## src/rtl/ahb_sram_pkg.sv

```systemverilog
// ahb_sram_pkg: shared AHB codes, FSM states and decode helper for the AHB SRAM slave
package ahb_sram_pkg;
  typedef enum logic [1:0] {
    HTRANS_IDLE   = 2'b00,
    HTRANS_BUSY   = 2'b01,
    HTRANS_NONSEQ = 2'b10,
    HTRANS_SEQ    = 2'b11
  } htrans_t;
  localparam logic [1:0] RESP_OKAY  = 2'b00;
  localparam logic [1:0] RESP_ERROR = 2'b01;
  typedef enum logic [2:0] {ST_IDLE, ST_WR, ST_RD_WAIT, ST_RD_DATA, ST_ERR1, ST_ERR2} state_t;
  // a single bank still needs a 1-bit field so port widths stay legal
  function automatic int bank_w(input int n);
    return n > 1 ? $clog2(n) : 1;
  endfunction
endpackage

```

## src/rtl/ahb_sram_lane_dec.sv

```systemverilog
// ahb_sram_lane_dec: per-bank byte-lane chip selects from bank, byte offset and transfer size
module ahb_sram_lane_dec
  import ahb_sram_pkg::*;
#(
  parameter int DATA_WIDTH = 32,
  parameter int NUM_BANKS  = 2
) (
  input  logic                                  en,
  input  logic [bank_w(NUM_BANKS)-1:0]          bank,
  input  logic [$clog2(DATA_WIDTH/8)-1:0]       off,
  input  logic [2:0]                            size,
  output logic [NUM_BANKS*DATA_WIDTH/8-1:0]     cs
);
  localparam int LANES = DATA_WIDTH / 8;
  localparam int CSW   = NUM_BANKS * LANES;
  logic [LANES-1:0] lanes;
  // 2^size contiguous lanes from the offset; a full-width access yields all lanes at offset 0
  assign lanes = LANES'(((1 << (1 << size)) - 1) << off);
  assign cs = en ? CSW'(lanes) << (int'(bank) * LANES) : '0;
endmodule

```

## src/rtl/ahb_sram_slave_param.sv

```systemverilog
// ahb_sram_slave_param: AHB-Lite slave fronting NUM_BANKS byte-laned SRAM banks with configurable read latency
module ahb_sram_slave_param
  import ahb_sram_pkg::*;
#(
  parameter int ADDR_WIDTH      = 32,
  parameter int DATA_WIDTH      = 32,
  parameter int SRAM_ADDR_WIDTH = 13,
  parameter int NUM_BANKS       = 2,
  parameter int RD_LATENCY      = 1
) (
  input  logic                              hclk,
  input  logic                              hreset,
  input  logic                              hsel,
  input  logic [ADDR_WIDTH-1:0]             haddr,
  input  logic [1:0]                        htrans,
  input  logic                              hwrite,
  input  logic [2:0]                        hsize,
  input  logic [2:0]                        hburst,
  input  logic [DATA_WIDTH-1:0]             hwdata,
  input  logic                              hready,
  output logic [DATA_WIDTH-1:0]             hrdata,
  output logic [1:0]                        hresp,
  output logic                              hready_resp,
  output logic [NUM_BANKS*DATA_WIDTH/8-1:0] sram_cs,
  output logic                              sram_we,
  output logic [SRAM_ADDR_WIDTH-1:0]        sram_addr,
  output logic [DATA_WIDTH-1:0]             sram_wdata,
  input  logic [NUM_BANKS*DATA_WIDTH-1:0]   sram_rdata
);
  localparam int OFF_W  = $clog2(DATA_WIDTH / 8);
  localparam int BANK_W = $clog2(NUM_BANKS);
  localparam int BW     = bank_w(NUM_BANKS);
  localparam int TOT    = OFF_W + SRAM_ADDR_WIDTH + BANK_W;
  state_t state, state_nxt;
  logic [1:0] cnt;
  logic [SRAM_ADDR_WIDTH-1:0] word_q;
  logic [BW-1:0] bank_q;
  logic [OFF_W-1:0] off_q;
  logic [2:0] size_q;
  logic [ADDR_WIDTH-1:0] align_mask;
  logic cap, bad, cs_en, unused_burst;
  // bursts are decoded beat by beat from haddr, so hburst carries no information here
  assign unused_burst = ^hburst;
  assign cap = hsel && hready && (htrans == HTRANS_NONSEQ || htrans == HTRANS_SEQ);
  assign align_mask = (ADDR_WIDTH'(1) << hsize) - ADDR_WIDTH'(1);
  assign bad = hsize > 3'(OFF_W) || (haddr & align_mask) != '0 || (haddr >> TOT) != '0;
  assign sram_addr = word_q;
  assign sram_wdata = hwdata;
  always_ff @(posedge hclk)
    if (hreset) begin
      state <= ST_IDLE;
      cnt <= '0;
      word_q <= '0;
      bank_q <= '0;
      off_q <= '0;
      size_q <= '0;
    end else begin
      state <= state_nxt;
      cnt <= state == ST_RD_WAIT ? cnt + 2'd1 : '0;
      if (cap) begin
        word_q <= SRAM_ADDR_WIDTH'(haddr >> OFF_W);
        bank_q <= NUM_BANKS == 1 ? '0 : BW'(haddr >> (OFF_W + SRAM_ADDR_WIDTH));
        off_q <= OFF_W'(haddr);
        size_q <= hsize;
      end
    end
  // ready states fall through to the capture decode so transfers pipeline back to back
  always_comb begin
    state_nxt = state;
    cs_en = 1'b0;
    sram_we = 1'b0;
    hresp = RESP_OKAY;
    hready_resp = 1'b1;
    hrdata = '0;
    case (state)
      ST_WR: begin
        cs_en = 1'b1;
        sram_we = 1'b1;
      end
      ST_RD_WAIT: begin
        cs_en = cnt == '0;
        hready_resp = 1'b0;
      end
      ST_RD_DATA: hrdata = sram_rdata[int'(bank_q) * DATA_WIDTH +: DATA_WIDTH];
      ST_ERR1: begin
        hresp = RESP_ERROR;
        hready_resp = 1'b0;
      end
      ST_ERR2: hresp = RESP_ERROR;
      default: ;
    endcase
    state_nxt = state == ST_RD_WAIT ? (cnt == 2'(RD_LATENCY - 1) ? ST_RD_DATA : ST_RD_WAIT)
              : state == ST_ERR1 ? ST_ERR2
              : !cap ? ST_IDLE
              : bad ? ST_ERR1
              : hwrite ? ST_WR : ST_RD_WAIT;
  end
  ahb_sram_lane_dec #(.DATA_WIDTH(DATA_WIDTH), .NUM_BANKS(NUM_BANKS)) u_lane_dec (
    .en(cs_en),
    .bank(bank_q),
    .off(off_q),
    .size(size_q),
    .cs(sram_cs)
  );
endmodule

```

## config.mk

```make
export PLATFORM = sky130hd
export DESIGN_NAME = ahb_sram_slave_param
export DESIGN_NICKNAME = d
export VERILOG_FILES = /design/src/rtl/ahb_sram_pkg.sv /design/src/rtl/ahb_sram_lane_dec.sv /design/src/rtl/ahb_sram_slave_param.sv
export SDC_FILE = /design/constraint.sdc
export NUM_CORES = 1
export LEC_CHECK = 0
export ABC_AREA = 0
export CAP_MARGIN = 0
export CORE_AREA = 2 2 89 91
export CTS_BUF_LIST = sky130_fd_sc_hd__clkbuf_4 sky130_fd_sc_hd__clkbuf_8
export CTS_CLUSTER_DIAMETER = 200
export DETAILED_ROUTE_END_ITERATION = 6
export DIE_AREA = 0 0 91 93
export GPL_TIMING_DRIVEN = 0
export MAX_ROUTING_LAYER = met4
export PLACE_DENSITY_LB_ADDON = 0.25
export SLEW_MARGIN = 5
export SYNTH_ARGS = -nofsm -noshare
export SYNTH_HDL_FRONTEND = slang
export SYNTH_SLANG_ARGS = --single-unit
```

## constraint.sdc

```tcl
create_clock -name hclk -period 3.1 [get_ports hclk]
set_clock_uncertainty 0.1 [all_clocks]
set_input_delay 0.775 -clock hclk [delete_from_list [all_inputs] [get_ports hclk]]
set_output_delay 0.775 -clock hclk [all_outputs]
set_load 0.03 [all_outputs]
```

After elaboration in Yosys (flattened, before gate mapping) --
Index checks and enable logic that the tools add are counted. Widths: inputs -> output; s select.
Storage, ports and cells: output and inout port bits 89, register bits after elaboration 24, word-level logic and storage cells 48, input bits 141
Cells by class: equal/unequal tests 7, reduce and logical (&&, ||, !) cells 11, shift-type cells 6, muxes and demuxes 12, bitwise operators 2, $lt $le $gt $ge 1, $add $sub $neg 3
Operators with widths (count):
- $reduce_bool 32->1 | 2
- $shiftx 64x7->32 | 1
- $shl 1x3->32 const A | 2
- $sub 32x2->32 const B | 2
- $and 32x32->32 | 1
- $mux 32 | 1
- $shl 1x32->32 const A | 1
- $shl 32x2->4 | 1
- $mux 3 | 4
- $mux 8 | 1
- $shl 4x3->8 | 1
- $eq 3x2->1 const B | 2
- $eq 3x3->1 const B | 2
- $reduce_or 2->1 | 3
- $eq 2x2->1 const B | 2
- $mux 1 | 4
- $eq 3x1->1 const B | 1
- $gt 3x2->1 const B | 1
- $logic_or 1x1->1 | 3
- $add 2x1->2 const B | 1
- $logic_and 1x1->1 | 2
- $logic_not 2->1 | 1
- $mux 2 | 1
- $pmux 1 s2 | 1
- $not 1->1 | 1

Logic depth before layout (Yosys ltp) --
Gate-level depths: netlist (run 1).
depth in word-level cells 10, depth in mapped cells 7

Hierarchy --
Synthesis (run 1) repeated with hierarchy kept, for this count alone.
Second synthesis, totals: cells, all modules 257, area total of the unflattened synthesis 1920.6 µm²
By module, submodules not included:
- ahb_sram_slave_param | seq. area each 480.5 µm², cells each 230, area an instance 1745.4 µm², times used 1
- ahb_sram_lane_dec | seq. area each 0.0 µm², cells each 27, area an instance 175.2 µm², times used 1

Worst setup path after synthesis (run 1) --
No wires, ideal clock.
path type register to output, start point register size_q[0], end point output port sram_cs[3], stages on the path, launching flop included 7, setup slack 532 ps, arrival time 1693 ps, cells stage by stage dfxtp_1 > or3_1 > ha_1 > a21boi_0 > o32a_1 > o21ai_1 > nor2_1
Between the ends: longest elaborated chain between the ends 6
Ends and longest elaborated chain:
- start, declared | line ahb_sram_slave_param.sv:39 | logic [2:0] size_q;
- start signal, assigned | line ahb_sram_slave_param.sv:64 | size_q <= hsize;
- $shl 1x3->32 | line ahb_sram_lane_dec.sv:18 | assign lanes = LANES'(((1 << (1 << size)) - 1) << off);
- $shl 1x32->32 | line ahb_sram_lane_dec.sv:18
- $sub 32x2->32 | line ahb_sram_lane_dec.sv:18
- $shl 32x2->4 | line ahb_sram_lane_dec.sv:18
- $shl 4x3->8 | line ahb_sram_lane_dec.sv:19 | assign cs = en ? CSW'(lanes) << (int'(bank) * LANES) : '0;
- $mux 8 | line ahb_sram_lane_dec.sv:19
- end, declared | line ahb_sram_slave_param.sv:24 | output logic [NUM_BANKS*DATA_WIDTH/8-1:0] sram_cs,
Every way passes these cells.

Worst setup path in the final report (run 1) --
start point input port sram_rdata[13], end point output port hrdata[13]
Between the ends: longest elaborated chain between the ends 2
Ends and longest elaborated chain:
- start, declared | line ahb_sram_slave_param.sv:28 | input logic [NUM_BANKS*DATA_WIDTH-1:0] sram_rdata
- $shiftx 64x7->32 | line ahb_sram_slave_param.sv:84 | ST_RD_DATA: hrdata = sram_rdata[int'(bank_q) * DATA_WIDTH +: DATA_WIDTH];
- $mux 32 | line ahb_sram_slave_param.sv:75 | case (state)
- end, declared | line ahb_sram_slave_param.sv:21 | output logic [DATA_WIDTH-1:0] hrdata,
Every way passes these cells.

==> flow_summary.yaml, run 1 <==
outcome:
  status: "finished clean"
synth:
  synth_edf_count: 0
  synth_common_cells: "41 x nand2_1, 40 x nor2_1, 33 x buf_4"
  synth_top_area_share_pct: 25.5
  ys_ff_latch: 24
  synthCells: 261
  synth_fp_nets: 405
  synth.avg_cell_area_um2: 7.21
  synth_seq_area_share_pct: 25.5
  synthTopCellsByArea: "dfxtp_1 26%, mux2i_1 17%, buf_4 13%"
  yosysTopAreaCell: "dfxtp_1"
  synthArstFlopShare_pct: 0
  yosysMostFrequentCell: "nand2_1"
  yosys_warnings: 0
  mappedNetlistArea_um2: 1880
  synthFlopType: "dfxtp_1"
  ys_types: 33
worst_setup_path:
  rr_endpoint: "state[2]$_SDFF_PP0_"
  path_class: "in -> out"
  r2r-start: "state[1]$_SDFF_PP0_"
  start_kind: "input pin"
  end_kind: "primary output"
  critPathMaxFanout: 1
  worstPathRequired_ns: 2.22
  r2r_slack_ns: 1.88
  cp.arrival_ns: 2.10
  rr_worst_depth: 3
clocking:
  cts-root-buf: "clkbuf_8"
  holdBufCountCts: 0
  cts_setup_buffers: 0
  cts.path.max_buffers: 2
  cts.clk_slew.worst_paths_ns: 0.08
  numCtsBuffers: 3
  insertion_delay_ns: 0.26
  cts.sinks: 24
  tritoncts: "yes"
  cts.htree.levels: 1
grt:
  grt_use_total_pct: 17.9
  grt_pass1_vias: 2338
  grt_pass1_wl_um: 12000
  grt_max_degree: 14
  antenna_found_initial: 0
  grt_overflow: 0
route:
  via_count: 2398
  ant_nets: 0
  dr.first_iter.drc_count: 46
  drc: 0
  dr.pass1.iters: 4
  wl_um: 7910
  routed_via_density: 4.30
  avgRoutedWirePerCell_um: 14.2
timing:
  setup_viol_count_final: 0
  slew_viol_final: 0
  rsz0062_at_grt: "false"
  period_needed_ns: 2.97
  fin_tns_setup_ns: 0
  post-route-period-util_pct: 95.9
  clock.fmax_ghz: 0.337
  hold_violations: 0
final_layout:
  final_area_um2: 3950
  drive_above_1_share_pct: 11.0
  fillers: 773
  num_antenna_cells: 0
  area_growth_pct: 110
  utilization_pct: 52.4
  fin_nets: 601
  instances_no_fill: 558
die:
  io-pin-count: 230
  coreArea_um2: 7530
  die_y_um: 93
  start_util_pct: 25.0
  die_w_um: 91
  die_area_um2: 8460
  num_rows: 32
place:
  globalplace.congestion: 0.710
  portBuffers: 192
  dp.cells: 555
  place_area_um2: 3930
  dpl.hpwl_um: 6920
power_and_ir_drop:
  leakagePower_nw: 1.61
  power.density_nw_per_um2: 230
  ir_drop_v: 0.000252
min_path:
  hold_depth: 1
  hold_start: "cnt[0]$_SDFF_PP0_"
  hold_end: "cnt[0]$_SDFF_PP0_"
  hold_class: "reg -> reg"
job:
  cap_violations: 0
## area by class of cell
type	instances	area, µm²	share of cell area, %
clock buffer	4	55.1	1.40
timing repair buffer	192	1880	47.5
buffer	47	310	7.87
tap	102	128	3.24
sequential	24	480	12.2
inverter	4	15.0	0.381
multi-input combinational	185	1080	27.4
## registers in the layout (all words and copies together), names as in the netlist
register   flops
sram_addr     13
size_q         3
state          3
cnt            2
off_q          2
bank_q         1
## layer usage
| metal | vias up | share of wire (%) | GRT usage, % |
|---|---|---|---|
| li1 | 1228 | - | - |
| met3 | 4 | 7.2 | 3.95 |
| met2 | 102 | 54 | 34.2 |
| met5 | - | 0 | - |
| met1 | 1064 | 38 | 19.3 |
| met4 | 0 | 0.75 | 2.78 |
## timing repair
| action | in CTS | in global routing |
|---|---|---|
| pin swaps | 0 | 0 |
| endpoints found under the hold margin | 0 | 0 |
| gates resized for setup | 33 | 7 |
| gates cloned | 0 | 0 |
| setup endpoints to repair | 31 | 12 |
## critical path, cell delays in order
cell	delay, ns
clkdlybuf4s50_1	0.47
mux2i_1	0.07
nor2_1	0.10
clkdlybuf4s50_1	0.68
## cell usage in the layout, fill, tap and decap left out, drive strengths merged, types with 3 or more instances in the layout
cell type | Yosys | layout
nand2b | 4 | 4
mux2i | 32 | 32
ha | 3 | 3
nand2 | 41 | 41
o21ai | 3 | 3
nor3 | 10 | 10
dfxtp | 24 | 24
clkbuf | 9 | 14
a21oi | 22 | 22
inv | 4 | 4
dlygate4sd2 | 0 | 29
nor2 | 40 | 40
clkdlybuf4s50 | 0 | 161
buf | 39 | 39
nand3 | 4 | 4
nor4 | 3 | 3
nor2b | 3 | 3
## worst max-delay path by stage
stage / start / end / slack [ns] / cells after the start
after floorplan: size_q[0]$_SDFFE_PP0P_ / sram_cs[3] / 0.53 / 6
after global placement: sram_rdata[33] / hrdata[1] / 0.05 / 4
after detailed placement: size_q[0]$_SDFFE_PP0P_ / sram_cs[3] / 0.02 / 7
after CTS: state[1]$_SDFF_PP0_ / hrdata[13] / 0.001 / 5
after global routing: state[1]$_SDFF_PP0_ / hrdata[22] / 0.009 / 4
final: sram_rdata[13] / hrdata[13] / 0.13 / 4
## power by group
| group | leakage (nW) | internal (mW) | switching, mW |
|---|---|---|---|
| combinational | 1.38 | 0.225 | 0.150 |
| clock | 0.0288 | 0.113 | 0.0952 |
| sequential | 0.195 | 0.317 | 0.00726 |
## logic make-up (layout without fill, tap and decap cells)
logic type	after synthesis	count (layout)	share of synthesized area [%]
simple gates	114	114	26.9
buf+inv	52	247	17.3
compound gates	33	33	10.4
mux	32	32	17.0
flops	24	24	25.5
fa+ha+maj	3	3	1.99
other cells	2	2	0.399
xor+xnor	1	1	0.465
## per-stage QoR
stage	total power, mW	setup WS [ns]	hold slack (ns)
after global placement	0.703	0.0450	0.310
after detailed placement	0.709	0.0178	0.317
final	0.908	0.129	0.323
after floorplan	0.497	0.532	0.301
after global routing	0.957	0.00882	0.348
after CTS	0.921	0.00134	0.329
(Power assumes the default switching activity.)
==> run 2, diff against run 1 <==
- ABC_AREA: 0 -> unset
==> results of run 2 <==
Final layout, timing and power as in run 1 (identical DEF).
==> run 3, diff against run 2 <==
- GPL_TIMING_DRIVEN: 0 -> unset
==> run 3 against run 2 <==
Clock-buffer cell count is 1 lower; sequential share of layout area is 1.9 points higher; non-clock buffer count is 73 lower; largest cell class unchanged; routed wire length is 10% lower; register-to-register slack worse by 0.05 ns; largest power group is now registers; global-route usage is 2.1 points lower; flip-flop and latch count stayed put; cell count is 13% lower.
==> flow_summary.yaml, run 3 (same netlist as run 1, synthesis figures left out) <==
worst_setup_path:
  critPathMaxFanout: 1
  worstPathRequired_ns: 2.22
  start_kind: "input pin"
  path_class: "in -> out"
  end_kind: "primary output"
  cp.arrival_ns: 2.10
power_and_ir_drop:
  leakagePower_nw: 1.23
  power.density_nw_per_um2: 251
  ir_drop_v: 0.000205
  total_power_mw: 0.858
place:
  dp.cells: 481
  globalplace.congestion: 0.715
  dpl.hpwl_um: 5910
  place_area_um2: 3350
  portBuffers: 160
  place_ws_ns: 0.0448
clocking:
  numCtsBuffers: 3
  cts.repair.resized: 6
  cts.clk_slew.worst_paths_ns: 0.09
  cts_setup_buffers: 0
  cts.htree.levels: 1
  cts.path.max_buffers: 2
  cts.sinks: 24
  holdBufCountCts: 0
  tritoncts: "yes"
  cts-root-buf: "clkbuf_8"
  insertion_delay_ns: 0.27
die:
  die_w_um: 91
  io-pin-count: 230
  coreArea_um2: 7530
  start_util_pct: 25.0
  num_rows: 32
  die_area_um2: 8460
  die_y_um: 93
final_layout:
  utilization_pct: 45.4
  instances_no_fill: 485
  largest_reg_flops: 13
  fillers: 793
  final_common_cell: "clkdlybuf4s50_1"
  drive_above_1_share_pct: 6.27
  area_growth_pct: 81.4
  fin_nets: 528
  final_area_um2: 3420
  num_antenna_cells: 0
  final_cell_mix: "145 x clkdlybuf4s50_1, 41 x nand2_1, 40 x nor2_1"
grt:
  grt_pass1_vias: 2113
  grt_overflow: 0
  grt_use_total_pct: 15.8
  grt_max_degree: 33
  grt_pass1_wl_um: 10600
  antenna_found_initial: 0
timing:
  fin_tns_setup_ns: 0
  rsz0062_at_grt: "false"
  setup_viol_count_final: 0
  hold_violations: 0
  setup_ws_ns: 0.127
  slew_viol_final: 0
  period_needed_ns: 2.97
  clock.fmax_ghz: 0.336
  post-route-period-util_pct: 95.9
  hold-worst-slack_ns: 0.343
job:
  cap_violations: 0
outcome:
  status: "finished clean"
route:
  ant_nets: 0
  drc: 0
  routed_via_density: 4.42
  dr.pass1.iters: 4
  wl_um: 7110
  via_count: 2144
  dr.first_iter.drc_count: 71
  avgRoutedWirePerCell_um: 14.7
min_path:
  hold_class: "reg -> reg"
## run 3: worst max-delay path, cell delays in order
cell and delay [ns]:
clkdlybuf4s50_1 0.45, mux2i_1 0.07, nor2_1 0.11, clkdlybuf4s50_1 0.69
## run 3: worst paths after layout
path	from	end	slack (ns)	cells after the start
max	sram_rdata[34]	hrdata[2]	0.13	4
min	cnt[0]$_SDFF_PP0_	cnt[0]$_SDFF_PP0_	0.34	1
max reg2reg	state[1]$_SDFF_PP0_	state[1]$_SDFF_PP0_	1.83	3
min reg2reg	cnt[0]$_SDFF_PP0_	cnt[0]$_SDFF_PP0_	0.34	1
## run 3: layer usage
| layer | vias up | global-route usage, % | part of all wire, % |
|---|---|---|---|
| li1 | 1081 | - | - |
| met2 | 96 | 31.0 | 54 |
| met5 | - | - | 0 |
| met1 | 961 | 15.7 | 37 |
| met4 | 0 | 3.16 | 0.80 |
| met3 | 6 | 4.27 | 7.6 |
## run 3: final cells by class
class                      instances  area, µm²  share of cell area, %
sequential                        24        482                   14.1
clock buffer                       3       41.3                   1.21
timing repair buffer             166       1640                   48.0
multi-input combinational        185       1080                   31.6
inverter                           4       15.0                  0.440
clock inverter                     1       30.0                  0.879
tap                              102        128                   3.74
## run 3: report_power, final
group / internal (mW) / switching [mW] / leakage [nW]
registers: 0.318 / 0.00801 / 0.195
logic: 0.164 / 0.0888 / 1.00
clock network: 0.173 / 0.107 / 0.0357
total: 0.654 / 0.204 / 1.23
